<file path="src/rtl/fetch_pkg.sv">
// Shared types and constants for the instruction fetch stage.
package fetch_pkg;

  localparam int INSTR_W = 32;
  localparam int ADDR_W  = 32;
  localparam int PC_STEP = 4;
  localparam logic [31:0] RESET_PC_DEFAULT = 32'h0000_0000;

  typedef enum logic {
    BOOT = 1'b0,
    RUN  = 1'b1
  } fetch_state_e;

endpackage

</file>
<file path="src/rtl/fetch_fifo.sv">
// Fetch buffer: power-of-two circular FIFO with flush and a registered head entry.
module fetch_fifo #(
  parameter int DEPTH = 2,
  parameter int WIDTH = 64
) (
  input  logic                   clk,
  input  logic                   rst_n,
  input  logic                   push,
  input  logic                   pop,
  input  logic                   flush,
  input  logic [WIDTH-1:0]       push_data,
  output logic [WIDTH-1:0]       head_data,
  output logic [$clog2(DEPTH):0] count,
  output logic                   empty
);

  localparam int PTR_W = $clog2(DEPTH);
  localparam int CNT_W = PTR_W + 1;

  logic [WIDTH-1:0] mem_r [DEPTH];
  logic [PTR_W-1:0] wr_ptr_r;
  logic [PTR_W-1:0] rd_ptr_r;
  logic [CNT_W-1:0] count_r;
  logic [CNT_W-1:0] count_next_s;
  logic [WIDTH-1:0] head_r;
  logic [WIDTH-1:0] head_next_s;

  // Next occupancy and next head; the head register is preloaded so decode sees flop outputs.
  always_comb begin
    count_next_s = count_r;
    head_next_s  = head_r;
    if (push && !pop) begin
      count_next_s = count_r + CNT_W'(1);
    end else if (pop && !push) begin
      count_next_s = count_r - CNT_W'(1);
    end else begin
      count_next_s = count_r;
    end
    if (pop) begin
      if (count_r == CNT_W'(1)) begin
        head_next_s = push ? push_data : head_r;
      end else begin
        head_next_s = mem_r[rd_ptr_r + PTR_W'(1)];
      end
    end else if (count_r == CNT_W'(0) && push) begin
      head_next_s = push_data;
    end else begin
      head_next_s = head_r;
    end
  end

  // Storage, pointers, occupancy and head register; flush leaves the stale head behind an empty flag.
  always_ff @(posedge clk or negedge rst_n) begin
    if (!rst_n) begin
      for (int i = 0; i < DEPTH; i++) mem_r[i] <= '0;
      wr_ptr_r <= '0;
      rd_ptr_r <= '0;
      count_r  <= '0;
      head_r   <= '0;
    end else if (flush) begin
      wr_ptr_r <= '0;
      rd_ptr_r <= '0;
      count_r  <= '0;
    end else begin
      if (push) begin
        mem_r[wr_ptr_r] <= push_data;
        wr_ptr_r        <= wr_ptr_r + PTR_W'(1);
      end
      if (pop) begin
        rd_ptr_r <= rd_ptr_r + PTR_W'(1);
      end
      count_r <= count_next_s;
      head_r  <= head_next_s;
    end
  end

  assign head_data = head_r;
  assign count     = count_r;
  assign empty     = (count_r == CNT_W'(0));

endmodule

</file>
<file path="src/rtl/instruction_fetch.sv">
// Fetch stage: PC register, BOOT/RUN sequencing, and push/pop/redirect arbitration
// in front of a combinational instruction memory.
module instruction_fetch
  import fetch_pkg::*;
#(
  parameter int                 BITSIZE    = INSTR_W,
  parameter int                 REGSIZE    = ADDR_W,
  parameter logic [REGSIZE-1:0] RESET_PC   = REGSIZE'(RESET_PC_DEFAULT),
  parameter int                 FIFO_DEPTH = 2
) (
  input  logic               clk,
  input  logic               rst_n,
  output logic [REGSIZE-1:0] imem_addr,
  input  logic [BITSIZE-1:0] imem_data,
  input  logic               fetch_en,
  input  logic               redirect_valid,
  input  logic [REGSIZE-1:0] redirect_pc,
  output logic               if_valid,
  input  logic               if_ready,
  output logic [BITSIZE-1:0] if_instr,
  output logic [REGSIZE-1:0] if_pc
);

  localparam int CNT_W   = $clog2(FIFO_DEPTH) + 1;
  localparam int ENTRY_W = REGSIZE + BITSIZE;

  fetch_state_e       state_r;
  fetch_state_e       state_next_s;
  logic [REGSIZE-1:0] pc_r;
  logic [REGSIZE-1:0] pc_next_s;
  logic               push_s;
  logic               pop_s;
  logic [CNT_W-1:0]   fifo_count_s;
  logic               fifo_empty_s;
  logic [ENTRY_W-1:0] head_s;

  // A redirect kills both transfers in its cycle so nothing from the old path survives the flush.
  assign pop_s  = !fifo_empty_s && if_ready && !redirect_valid;
  assign push_s = (state_r == RUN) && fetch_en && !redirect_valid &&
                  ((fifo_count_s < CNT_W'(FIFO_DEPTH)) || pop_s);

  // Next state and next PC.
  always_comb begin
    state_next_s = state_r;
    pc_next_s    = pc_r;
    case (state_r)
      BOOT:    state_next_s = RUN;
      RUN:     state_next_s = RUN;
      default: state_next_s = BOOT;
    endcase
    if (redirect_valid) begin
      pc_next_s = {redirect_pc[REGSIZE-1:2], 2'b00};
    end else if (push_s) begin
      pc_next_s = pc_r + REGSIZE'(PC_STEP);
    end else begin
      pc_next_s = pc_r;
    end
  end

  // State and PC registers.
  always_ff @(posedge clk or negedge rst_n) begin
    if (!rst_n) begin
      state_r <= BOOT;
      pc_r    <= RESET_PC;
    end else begin
      state_r <= state_next_s;
      pc_r    <= pc_next_s;
    end
  end

  fetch_fifo #(
    .DEPTH (FIFO_DEPTH),
    .WIDTH (ENTRY_W)
  ) u_fifo (
    .clk       (clk),
    .rst_n     (rst_n),
    .push      (push_s),
    .pop       (pop_s),
    .flush     (redirect_valid),
    .push_data ({pc_r, imem_data}),
    .head_data (head_s),
    .count     (fifo_count_s),
    .empty     (fifo_empty_s)
  );

  assign imem_addr = {2'b00, pc_r[REGSIZE-1:2]};
  assign if_valid  = !fifo_empty_s;
  assign if_pc     = head_s[BITSIZE +: REGSIZE];
  assign if_instr  = head_s[BITSIZE-1:0];

endmodule

</file>
<file path="config.mk">
export PLATFORM = sky130hd
export DESIGN_NAME = instruction_fetch
export DESIGN_NICKNAME = d
export VERILOG_FILES = /design/src/rtl/fetch_pkg.sv /design/src/rtl/fetch_fifo.sv /design/src/rtl/instruction_fetch.sv
export SDC_FILE = /design/constraint.sdc
export NUM_CORES = 1
export LEC_CHECK = 0
export CAP_MARGIN = 40
export CORE_ASPECT_RATIO = 1.75
export CORE_MARGIN = 4
export CORE_UTILIZATION = 30
export CTS_CLUSTER_DIAMETER = 50
export DETAILED_ROUTE_END_ITERATION = 10
export GPL_TIMING_DRIVEN = 0
export REMOVE_ABC_BUFFERS = 1
export SYNTH_ARGS = -nofsm -noshare
export SYNTH_HDL_FRONTEND = slang
export SYNTH_HIERARCHICAL = 1
export SYNTH_SLANG_ARGS = --single-unit
</file>
<file path="constraint.sdc">
create_clock -name clk -period 2.35 [get_ports clk]
set_input_delay 0.47 -clock clk [delete_from_list [all_inputs] [get_ports clk]]
set_output_delay 0.47 -clock clk [all_outputs]
set_load 0.02 [all_outputs]
</file>
After elaboration in Yosys (flattened, before gate mapping)
Index checks and enable logic that the tools add are counted.
{"block": "word_totals", "reg_bits": 229, "latchBits": 0, "ram_bits": 0, "romBits": 0, "in_bits": 69, "output_inout_bits": 97, "wordCells": 62, "mem_count": 0}
{"block": "classes", "n_addsub": 5, "n_mul": 0, "n_div": 0, "order_cmp": 4, "eq_ne": 2, "shifts": 0, "muxes": 19, "bitwise": 3, "reduce_logical": 21}
{"op": "$mux 64", "count": 8}
{"op": "$bwmux 128", "count": 1}
{"op": "$demux 64 s1", "count": 1}
{"op": "$mux 32", "count": 2}
{"op": "$add 32x3->32 const B", "count": 1}
{"op": "$logic_and 1x1->1", "count": 9}
{"op": "$mux 2", "count": 3}
{"op": "$reduce_bool 2->1", "count": 3}
{"op": "$ge 2x2->1 const B", "count": 2}
{"op": "$logic_not 1->1", "count": 4}
{"op": "$mux 1", "count": 4}
{"op": "$not 1->2", "count": 2}
{"op": "$ne 3x2->1 const B", "count": 1}
{"op": "$reduce_and 3->1", "count": 1}
{"op": "$reduce_bool 3->1", "count": 1}
{"op": "$add 1x1->1 const B", "count": 2}
{"op": "$add 2x1->2 const B", "count": 1}
{"op": "$eq 2x1->1 const B", "count": 1}
{"op": "$logic_not 2->1", "count": 1}
{"op": "$lt 2x1->1 const B", "count": 1}
{"op": "$lt 2x2->1 const B", "count": 1}
{"op": "$reduce_and 2->1", "count": 1}
{"op": "$sub 2x1->2 const B", "count": 1}
{"op": "$logic_or 1x1->1", "count": 1}
{"op": "$not 1->1", "count": 1}

Logic depth before layout (Yosys ltp)
Gate-level depths: netlist of run 1.
{"block": "depth", "ltp_word": 11, "depth_mapped": 11, "depth_no_buf": 10}

Modules after synthesis
Netlist of run 1, hierarchy kept.
{"mod": "fetch_fifo", "instances": 1, "cells_each": 709, "area_each_um2": 9504.1, "seq_area_each_um2": 4904.7}
{"mod": "instruction_fetch", "instances": 1, "cells_each": 230, "area_each_um2": 1978.1, "seq_area_each_um2": 775.7}

Least setup slack after synthesis of run 1
No wires, ideal clock.
{"block": "synth_timing", "path_type": "reg2reg", "startpoint": "register u_fifo.count_r[0] (netlist: u_fifo/count[0])", "endpoint": "register u_fifo/mem_r[100] (netlist name)", "setup_ns": 0.125, "arrival_time_ns": 2.301, "required_ns": 2.225, "path_slack_ns": -0.076, "path_stages_with_launch": 11, "path_buffers": 3, "synth_period_minus_slack_ns": 2.426, "path_cell_list": "dfrtp_1 -> inv_1 -> ha_1 -> nand2b_1 -> a211o_1 -> inv_2 -> buf_4 -> nor3b_2 -> buf_6 -> buf_12 -> mux2_4"}
{"block": "synth_between", "elab_chain_len": 7, "elab_cells_between_ends": 8, "classes_between": "order compare: 1; reduce/logical: 7"}
{"element": "from (decl)", "line": "fetch_fifo.sv:23", "text": "logic [CNT_W-1:0] count_r;"}
{"element": "from (signal assigned)", "line": "fetch_fifo.sv:72", "text": "count_r <= count_next_s;"}
{"element": "$logic_not 2->1", "line": "fetch_fifo.sv:79", "text": "assign empty = (count_r == CNT_W'(0));"}
{"element": "named net fifo_empty_s", "line": "instruction_fetch.sv:34", "text": "logic fifo_empty_s;"}
{"element": "$logic_not 1->1", "line": "instruction_fetch.sv:38", "text": "assign pop_s = !fifo_empty_s && if_ready && !redirect_valid;"}
{"element": "$logic_and 1x1->1 (2 in series)", "line": "instruction_fetch.sv:38"}
{"element": "$logic_or 1x1->1", "line": "instruction_fetch.sv:40", "text": "((fifo_count_s < CNT_W'(FIFO_DEPTH)) || pop_s);"}
{"element": "$logic_and 1x1->1", "line": "instruction_fetch.sv:39", "text": "assign push_s = (state_r == RUN) && fetch_en && !redirect_valid &&"}
{"element": "named net push_s", "line": "instruction_fetch.sv:31", "text": "logic push_s;"}
{"element": "$reduce_and 2->1 (no line)"}
{"element": "to (signal, indexed assignment)", "line": "fetch_fifo.sv:66", "text": "mem_r[wr_ptr_r] <= push_data;"}
{"element": "to (decl)", "line": "fetch_fifo.sv:20", "text": "logic [WIDTH-1:0] mem_r [DEPTH];"}
The timed path passes the listed nets, and every way through them passes these cells.
A chain may end at the register's enable or synchronous reset.

Worst setup path after layout of run 1
{"block": "layout_timing", "startpoint": "register u_fifo.count_r[1] (netlist: u_fifo/count[1])", "endpoint": "register u_fifo/mem_r[75] (netlist name)"}
{"block": "layout_between", "elab_chain_len": 7, "elab_cells_between_ends": 8, "classes_between": "order compare: 1; reduce/logical: 7"}
{"element": "$logic_not 2->1", "line": "fetch_fifo.sv:79"}
{"element": "named net fifo_empty_s", "line": "instruction_fetch.sv:34"}
{"element": "$logic_not 1->1", "line": "instruction_fetch.sv:38"}
{"element": "$logic_and 1x1->1 (2 in series)", "line": "instruction_fetch.sv:38"}
{"element": "$logic_or 1x1->1", "line": "instruction_fetch.sv:40"}
{"element": "$logic_and 1x1->1", "line": "instruction_fetch.sv:39"}
{"element": "$reduce_and 2->1 (no line)"}
The timed path passes the listed nets, and every way through them passes these cells.

==> results.md, run 1 <==
* Leading register cell type out of synthesis: dfrtp_1
* CTS tree: yes
* Nets at 1,219
* Top-count cell post-synth: dfrtp_1
* Syn Area/Cell at 12.2 um^2
* GRT met2 Usage at 0.249
* Sequential share of the synthesized area at 0.495
* Failing checks: negative hold slack
* Initial antenna violation count at 4
* Vias in the first global route at slightly above 8,000
* Number of buffers added on ports at approximately 160
* Max cap viols at 0
* CP Capture Type: register
* CTS buffer count at 27
* WL/cell at 18.8 um
* WS Path Type: register to register
* Crit-path max FO at 7
* Synth Instances at 939
* Crit path launch: u_fifo/count[1]
* Clock Path Buffers at 3
* GR Util met3 at 0.0209
* VDD IR max at slightly above 0.0004 V
* IO Count at approximately 170
* Met1 Track Usage GR at 0.173
* Synth Area in XOR/XNOR at 0.00381
* Core box area at about 0.038 mm^2
* Crit path DAT at 2.75 ns
* Adder-cell share of the synthesized area at 0.00436
* Total clock sinks at 227
* Detailed Place HPWL at 19.8 mm
* Layout cells sized above 1 at 0.224
* CTS H-Tree Depth at 1
* Post-CTS Hold Buffers at 0
* RD Place Congestion at 0.729
* Async S/R FF share, synth at 1.00
* Fmax at about 430 MHz
* Initial DRT Pass Iterations at 6
* Root Driver: clkbuf_16
* Minimum clock period at 2.34 ns
* DRT iter0 DRCs at 420
* Synth Area in Simple Gates at 0.0839
* Final Hold Viols at 11
* Die area at 0.0416 mm^2
* Overflow after GRT at 0
* Origin of the critical flop-to-flop path: u_fifo/count[1]
* Max_slew headroom at 0.377
* Critical Path Source Type: register
* Total Routing Usage GR at 0.142
* RSZ-0062 raised after global routing: true
* Status: finished with violations
* Area growth, synth to finish at 32.2%
* Cell area after synthesis at approximately 0.011 mm^2
* Crit share post-route at 0.996
* Post-synth EDFFs at 0
* PD cells at between 900 and 1000 mW/mm^2
* Worst Tran Pin Value at just over 0.9 ns
* Setup Viol. Count Final at 0
* Combinational family with the most area after synthesis: multiplexers
* Hold Slack at -0.0547 ns
* Filler cell count at 3,568
* Flops & latches, synth at ~230
* LEAKAGE at 6.62 nW
* Starting Density at 0.304
* Post-Route Skew at 0.0225 ns
* Total wire length at 31.0 mm
* Number of vias per cell at 4.80
* Finished Core Util at 0.402
* Yosys cell types at 50
* Worst min path class: input pin to asynchronous set/reset pin
* Slew Limit Fails at 0
* Complex-gate fraction of the synthesized area at 0.0630
* Post-synth top area share at 0.495
* Top Usage Layer GRT: met2
* Row count at 94
* Post-synth top cells: dfrtp_1 (227), mux2i_1 (131), mux2_4 (120)
* Via Count at about 8,000
* Largest cells by area after synthesis: dfrtp_1 (49%), mux2_4 (16%), mux2i_1 (11%)
* Pin count of the biggest net entering global routing at 117
* Yosys warnings at 6
* Remaining DRCs at 0
* Die height at 267 um
* Post-route ant nets at 0
* Die X at 156 um
* Worst Path Required at 2.76 ns
* CTS clock-pin slew for the worst setup and hold paths at 0.07 ns
* Cell taking the most area after synthesis: dfrtp_1
* First-pass GRT wire length at 47.3 mm
* Post-synthesis mux area share at 0.279
* Clk_lat worst skew at 0.55 ns
==> worst max-delay path, cell delays in order, from the launching register on <==
cell       delay (ns)
dfrtp_1          0.36
inv_2            0.06
ha_4             0.16
nand2b_4         0.14
a211o_4          0.39
inv_12           0.09
nor3b_4          0.25
buf_8            0.16
buf_8            0.13
clkbuf_16        0.16
mux2_4           0.29
==> kinds of logic after synthesis <==
family          Yosys count
mux                     259
flops                   227
simple gates            191
buf+inv                 128
compound gates          123
xor+xnor                  5
fa+ha+maj                 4
other cells               2
==> cell usage in the layout, fill, tap and decap left out, drive strengths merged, types with 7 or more instances in the layout <==
master	synthesis	routed
mux2i	131	131
mux2	128	128
nand2	38	38
clkbuf	9	40
nor2	83	83
a21oi	70	70
conb	2	9
o21ai	21	21
nand3	17	17
nand4	13	13
o311ai	13	13
nor2b	7	7
dfrtp	227	227
buf	45	59
inv	74	75
clkdlybuf4s50	0	159
==> what timing repair did <==
| action | 4_1_cts | 5_1_grt |
|---|---|---|
| buffers inserted | 25 | 10 |
| pin swaps | 3 | 2 |
| cloned | 2 | 5 |
| setup endpoints to repair | 225 | 123 |
| resized for setup | 16 | 26 |
==> per-layer routing <==
metal,up-vias,share of wire
met4,2,0.034
li1,3675,-
met2,158,0.51
met1,4017,0.41
met3,62,0.041
met5,-,0.00042
==> registers in the layout (all words and copies together) (netlist names) <==
name / flops
u_fifo/wr_ptr_r: 1
u_fifo/head_data: 64
u_fifo/rd_ptr_r: 1
pc_r: 30
state_r: 1
u_fifo/count: 2
u_fifo/mem_r: 128
==> area by class of cell <==
| type | instances | area, um^2 | area share |
|---|---|---|---|
| Timing Repair inverter | 1 | 8.76 | 0.000577 |
| Clock buffer | 36 | 749 | 0.0494 |
| Tap cell | 480 | 601 | 0.0396 |
| Antenna cell | 3 | 7.51 | 0.000494 |
| Timing Repair Buffer | 222 | 2490 | 0.164 |
| Clock inverter | 12 | 210 | 0.0138 |
| Sequential cell | 227 | 5690 | 0.375 |
| Multi-Input combinational cell | 593 | 5130 | 0.338 |
| Inverter | 74 | 290 | 0.0191 |
==> report_power, final <==
group	switching, mW	internal [mW]
logic	2.05	2.41
registers	0.757	5.03
clock network	1.74	2.79
total	4.55	10.2
==> per-stage QoR <==
| step | area (um^2) | instances | setup TNS [ns] | total power, mW | setup WS [ns] |
|---|---|---|---|---|---|
| 3_3_place_gp | 13200 | 1533 | -3691.47 | 10.2 | -9.29 |
| 3_5_place_dp | 13600 | 1557 | -274.63 | 10.2 | -1.70 |
| 5_1_grt | 15200 | 1648 | -0.799 | 15.5 | -0.0350 |
| 4_1_cts | 14900 | 1632 | 0 | 14.9 | 0.00108 |
| 2_1_floorplan | 11000 | 892 | -691.35 | 8.17 | -4.36 |
| 6_report | 15200 | 1648 | 0 | 14.8 | 0.00950 |
==> final timing paths <==
kind	endpoint	slack, ns	cells past startpoint
worst max register to register	u_fifo/mem_r[75]	0.01	10
max in group asynchronous	u_fifo/rd_ptr_r	1.12	2
worst min-delay path	u_fifo/head_data[36]	-0.05	1
min in group clk	u_fifo/rd_ptr_r	0.40	2
worst min register to register	u_fifo/mem_r[0]	0.50	1
worst max-delay path	u_fifo/mem_r[75]	0.01	10
(Power assumes the default switching activity.)
==> run 2, diff against run 1 <==
--- a/config.mk
+++ b/config.mk
@@ -6,12 +6,15 @@
 export NUM_CORES = 1
 export LEC_CHECK = 0
 export CAP_MARGIN = 40
+export CELL_PAD_IN_SITES_DETAIL_PLACEMENT = 0
+export CELL_PAD_IN_SITES_GLOBAL_PLACEMENT = 2
 export CORE_ASPECT_RATIO = 1.75
-export CORE_MARGIN = 4
+export CORE_MARGIN = 1.5
 export CORE_UTILIZATION = 30
 export CTS_CLUSTER_DIAMETER = 50
 export DETAILED_ROUTE_END_ITERATION = 10
 export GPL_TIMING_DRIVEN = 0
+export PLACE_DENSITY_LB_ADDON = 0.1
 export REMOVE_ABC_BUFFERS = 1
 export SYNTH_ARGS = -nofsm -noshare
 export SYNTH_HDL_FRONTEND = slang
==> results.md, run 2 (synthesis gave the netlist of run 1 again) <==
* Status: finished with violations
* Failing checks: negative setup slack
* LEAKAGE at 6.76 nW (+2.2%)
* Detailed Place HPWL at 19.9 mm (+0.63%)
* PD cells at 954 mW/mm^2 (-2.0%)
* Clock power share at 0.306 (about the same)
* Vias in the first global route at 8,326 (+0.82%)
* Starting Density at 0.305 (+0.000950)
* Number of buffers added on ports at 161 (unchanged)
* WL/cell at 18.4 um (-2.3%)
* Filler cell count at 3,694 (+3.5%)
* Row count at 94 (unchanged)
* Max_slew headroom at 0.596 (+0.219)
* Worst Tran Pin Value at 0.601 ns (-0.333 ns)
* Minimum clock period at 2.38 ns (+0.0412 ns)
* Post-Route Skew at 0.0143 ns (-0.00814 ns)
* Worst Path Required at 2.77 ns (about the same)
* Setup TNS at -0.270 ns (-0.270 ns)
* Root Driver: clkbuf_16
* Worst min path class: input pin to register
* CTS clock-pin slew for the worst setup and hold paths at 0.07 ns (about the same)
* Die area at 0.0395 mm^2 (-5.0%)
* Slew Limit Fails at 0 (unchanged)
* Max cap viols at 0 (unchanged)
* Initial DRT Pass Iterations at 4 (-2)
* First-pass GRT wire length at 48.2 mm (+1.7%)
* Initial antenna violation count at 0 (-4)
* Most common cell after layout, fill and taps aside: dfrtp_1
* Overflow after GRT at 0 (unchanged)
* Fmax at 420 MHz (-1.7%)
* Most frequent cells in the layout: dfrtp_1 (219), clkdlybuf4s50_1 (158), mux2i_1 (131)
* CP Capture Type: register
* Reg with most FFs: u_fifo/mem_r
* DRT iter0 DRCs at 270 (-36%)
* Total wire length at 30.5 mm (-1.3%)
* Combinational power share at 0.301 (about the same)
* Switching Share at 0.310 (+0.00229)
* Nets at 1,235 (+1.3%)
* Core box area at 0.0376 mm^2 (-0.31%)
* Pin count of the biggest net entering global routing at 101 (-14%)
* Crit-path max FO at 7 (unchanged)
* Flop pwr share at 0.393 (about the same)
* Net switching power at 4.55 mW (+0.11%)
* RD Place Congestion at 0.694 (-4.9%)
* IO Count at 166 (unchanged)
* CTS tree: yes
* Ant. Diodes at 0 (-3)
* Clock Path Buffers at 3 (unchanged)
* Die height at 262 um (-1.9%)
* Clk_lat worst skew at 0.54 ns (about the same)
* Die X at 151 um (-3.2%)
* Post-route ant nets at 0 (unchanged)
* Max reg flops at 128 (unchanged)
* Final Hold Viols at 0 (-11)
* VDD IR max at 0.000544 V (+32%)
* Total clock sinks at 227 (unchanged)
* Reg2Reg Setup Slack at -0.03 ns (-0.04 ns)
* Worst R2R Path Depth at 11 (+1)
* RSZ-0062 raised after global routing: true
* Crit share post-route at 1.01 (+0.0175)
* Crit path launch: u_fifo/count[1]
* Critical Path Source Type: register
* Total Routing Usage GR at 0.156 (+0.0146)
* Setup Viol. Count Final at 18 (+18)
* Crit path DAT at 2.80 ns (+0.05 ns)
* WS Path Type: register to register
* Remaining DRCs at 0 (unchanged)
* CTS H-Tree Depth at 1 (unchanged)
* Total chip power at 14.7 mW (-0.63%)
* Number of vias per cell at 4.65 (-3.1%)
* Area growth, synth to finish at 34.1%
* Hold Slack at 0.353 ns (+0.408 ns)
* Internal power at 10.1 mW (-0.96%)
* Origin of the critical flop-to-flop path: u_fifo/count[1]
* R2R Path End: u_fifo/mem_r[34]
* Layout cells sized above 1 at 0.240 (+0.0158)
* Setup ws final at -0.0317 ns (-0.0412 ns)
* Via Count at 7,745 (-2.1%)
* CTS buffer count at 28 (+3.7%)
* Crit path capture: u_fifo/mem_r[34]
run 2: cell count changes in the layout (fill, tap and decap cells not counted), sizes merged, moves of 2 or more:
cell      previous run  this run
buf                 59        75
inv                 75        80
diode                3         0
bufinv               5         3
clkinvlp             1         3
run 2: worst min-delay path by stage:
stage | slack (ns) | start | end | cells after the start
final | 0.35 | redirect_valid | pc_r[28] | 3
after global routing | 0.35 | redirect_valid | pc_r[20] | 3
after CTS | 0.33 | redirect_valid | pc_r[28] | 3
after detailed placement | 0.40 | rst_n | u_fifo/head_data[37] | 1
after global placement | 0.49 | u_fifo/mem_r[2] | u_fifo/mem_r[2] | 1
after floorplan | 0.17 | rst_n | pc_r[10] | 0
run 2: through the flow:
stage	instance area [um^2]	std cells	util	setup WS (ns)
global placement	13200	1533	0.350	-10.09
detailed placement	13800	1562	0.367	-1.57
CTS	15000	1638	0.400	-0.0367
global route	15400	1664	0.409	-0.0832
finish	15400	1664	0.409	-0.0317
floorplan	11000	892	-	-4.36
run 2: power by group through the flow:
stage | sequential, mW | combinational [mW] | clock [mW]
2_1_floorplan | 6.47 | 1.70 | 0
3_3_place_gp | 5.90 | 4.33 | 0
3_5_place_dp | 5.86 | 4.36 | 0
4_1_cts | 5.80 | 4.45 | 4.68
5_1_grt | 5.94 | 4.77 | 4.86
6_report | 5.78 | 4.42 | 4.49
run 2: timing repair:
item / in CTS / in global routing
endpoints found under the hold margin: 42 / 0
gates cloned: 2 / 4
endpoints found under the setup margin: 222 / 153
pin swaps: 3 / 4
hold buffers: 1 / 0
buffers inserted: 23 / 22
resized for setup: 25 / 21
run 2: critical path, cell delays in order, from the launching register on:
cell      delay (ns)
dfrtp_1         0.37
inv_2           0.06
ha_4            0.16
nand2b_4        0.14
a211o_4         0.38
inv_8           0.09
buf_6           0.10
nand3b_1        0.19
buf_8           0.20
buf_16          0.14
buf_12          0.14
mux2_4          0.29
run 2: metal layers:
layer,part of all wire,GRT usage,vias to the layer above
li1,-,-,3717
met1,0.43,0.193,3864
met3,0.039,0.0255,26
met4,0.017,0.0407,0
met2,0.51,0.279,138
met5,0,0,-
run 2: cell type report:
type                    instances  area [um^2]  area share
flip-flops and latches        227         5690       0.370
multi-input cells             591         5100       0.332
repair buffers                239         2750       0.179
clock buffers                  35          768      0.0499
well taps                     480          601      0.0390
inverters                      74          285      0.0185
clock inverters                17          193      0.0125
repair inverters                1         3.75    0.000244
==> run 3, diff against run 2 <==
--- a/config.mk
+++ b/config.mk
@@ -16,6 +16,7 @@
 export GPL_TIMING_DRIVEN = 0
 export PLACE_DENSITY_LB_ADDON = 0.1
 export REMOVE_ABC_BUFFERS = 1
+export SLEW_MARGIN = 20
 export SYNTH_ARGS = -nofsm -noshare
 export SYNTH_HDL_FRONTEND = slang
 export SYNTH_HIERARCHICAL = 1
==> results.md, run 3 (synthesis gave the netlist of run 1 again) <==
* Status: finished, final reports clean
* Ant. Diodes at 0 (unchanged)
* Clk_lat worst skew at 0.55 ns (about the same)
* Slowest CP cell: a211o_4
* Crit path launch: u_fifo/count[1]
* Hold Slack at 0.338 ns (-0.0148 ns)
* Max cap viols at 0 (unchanged)
* Number of buffers added on ports at 161 (unchanged)
* Reg with most FFs: u_fifo/mem_r
* Worst slack, placed at -1.50 ns (+0.0665 ns)
* Post-route ant nets at 0 (unchanged)
* Worst min path class: input pin to asynchronous set/reset pin
* CTS clock-pin slew for the worst setup and hold paths at 0.06 ns (about the same)
* CP cell instances: inv_2 > ha_4 > nand2b_4 > a211o_4 > inv_8 > buf_6 > nand3b_1 > buf_8 > buf_6 > buf_6 > mux2_4
* Max reg flops at 128 (unchanged)
* Total Routing Usage GR at 0.156 (+0.000377)
* Non-Filler Instances at 1,659 (-0.30%)
* First-pass GRT wire length at 48.3 mm (+0.34%)
* Pin count of the biggest net entering global routing at 85 (-16%)
* Post-Route Skew at 0.0152 ns (+0.000835 ns)
* Non-Filler Cell Area, Final at 0.0153 mm^2 (-0.38%)
* IO Count at 166 (unchanged)
* CTS tree: yes
* Final Hold Viols at 0 (unchanged)
* CP peak stage delay at 0.37 ns (about the same)
* Setup ws final at 0.0326 ns (+0.0643 ns)
* Placed Instance Area at 0.0138 mm^2 (unchanged)
* Vias in the first global route at 8,430 (+1.2%)
* Root Driver: clkbuf_16
* Placed Cells at 1,564 (+0.13%)
* Detailed Place HPWL at 20.1 mm (+1.0%)
* Row count at 94 (unchanged)
* Starting Density at 0.305 (unchanged)
* Max_slew headroom at 0.478 (-0.118)
* VDD IR max at 0.000489 V (-10%)
* Die X at 151 um (unchanged)
* Minimum clock period at 2.32 ns (-0.0643 ns)
* Origin of the critical flop-to-flop path: u_fifo/count[1]
* Initial antenna violation count at 1 (+1)
* Finished Core Util at 0.408 (-0.00156)
* Via Count at 7,752 (+0.090%)
* Overflow after GRT at 0 (unchanged)
* Worst Path Required at 2.78 ns (about the same)
* Clock Path Buffers at 3 (unchanged)
* Remaining DRCs at 0 (unchanged)
* WL/cell at 19.0 um (+3.4%)
* Die height at 262 um (unchanged)
* Total wire length at 31.5 mm (+3.1%)
* Setup Viol. Count Final at 0 (-18)
* Slew Limit Fails at 0 (unchanged)
* RSZ-0062 raised after global routing: true
* CTS H-Tree Depth at 1 (unchanged)
* RD Place Congestion at 0.694 (unchanged)
* Worst Tran Pin Value at 0.782 ns (+0.181 ns)
* CTS buffer count at 28 (unchanged)
* Layout cells sized above 1 at 0.237 (-0.00238)
* Fmax at 432 MHz (+2.8%)
* Most frequent cells in the layout: dfrtp_1 (221), clkdlybuf4s50_1 (158), mux2i_1 (131)
* WS Path Type: register to register
* Die area at 0.0395 mm^2 (unchanged)
* DRT iter0 DRCs at 178 (-34%)
* Number of vias per cell at 4.67 (+0.39%)
* PD cells at 956 mW/mm^2 (+0.26%)
* Crit share post-route at 0.986 (-0.0274)
* Crit path DAT at 2.75 ns (-0.05 ns)
* Most Frequent Cell on Critical Path: buf_6
* CP Capture Type: register
* Nets at 1,231 (-0.32%)
* Crit-path max FO at 9 (+2)
* Critical Path Source Type: register
* Core box area at 0.0376 mm^2 (unchanged)
* Most common cell after layout, fill and taps aside: dfrtp_1
* LEAKAGE at 6.73 nW (-0.53%)
* Total clock sinks at 227 (unchanged)
* Initial DRT Pass Iterations at 5 (+1)
* Area growth, synth to finish at 33.6%
[run 3: cell types whose count changed in the layout (fill, tap and decap cells not counted), moves of 3 or more]
| cell | before | now |
|---|---|---|
| buf_6 | 7 | 10 |
| mux2_4 | 123 | 120 |
| buf_4 | 33 | 26 |
| clkbuf_8 | 2 | 6 |
| inv_6 | 4 | 1 |
| buf_12 | 18 | 15 |
| mux2_2 | 5 | 8 |
[run 3: path summary, 6_finish.rpt]
path	to	slack, ns	cells after the start
worst max-delay path	u_fifo/mem_r[34]	0.03	11
worst min-delay path	pc_r[4]	0.34	2
worst max register to register	u_fifo/mem_r[34]	0.03	11
worst min register to register	u_fifo/mem_r[63]	0.50	1
max in group asynchronous	u_fifo/head_data[29]	1.05	4
min in group clk	u_fifo/count[1]	0.40	2
[run 3: area by class of cell]
cell class,count,area (um^2)
clock inverter,13,134
fill,3683,22300
multi-input combinational,592,5110
sequential,227,5690
timing repair inverter,2,12.5
inverter,74,285
clock buffer,38,820
timing repair buffer,233,2680
tap,480,601
[run 3: where the power goes]
| part | switching [mW] | internal (mW) |
|---|---|---|
| Combinational | 2.02 | 2.43 |
| Clock | 1.79 | 2.66 |
| Sequential | 0.739 | 5.03 |
[run 3: worst max-delay path, delay by kind of cell (launching register included)]
family	cells	cell delay [ns]
multiplexers	1	0.30
AO/OA/AOI/OAI	1	0.37
flip-flops	1	0.36
adder cells (fa/ha/maj)	1	0.16
buffers and inverters	6	0.73
AND/OR/NAND/NOR	2	0.28
[run 3: metal layers]
| metal | GRT usage | vias to the layer above | share of wire |
|---|---|---|---|
| met4 | 0.0472 | 0 | 0.021 |
| li1 | - | 3697 | - |
| met5 | 0 | - | 0 |
| met1 | 0.189 | 3891 | 0.43 |
| met2 | 0.283 | 128 | 0.52 |
| met3 | 0.0231 | 36 | 0.033 |
[run 3: what timing repair did]
action,4_1_cts,5_1_grt
pin swaps,4,1
hold buffers,1,0
cloned,3,5
endpoints found under the hold margin,12,0
buffers inserted,22,16
resized for setup,23,19
endpoints found under the setup margin,223,121
[run 3: per-stage QoR]
step | total power [mW] | TNS (ns)
final | 14.7 | 0
after global placement | 10.2 | -3983.16
after global routing | 15.5 | -0.342
after CTS | 14.9 | -0.0610
after floorplan | 8.17 | -691.35
after detailed placement | 10.2 | -225.75
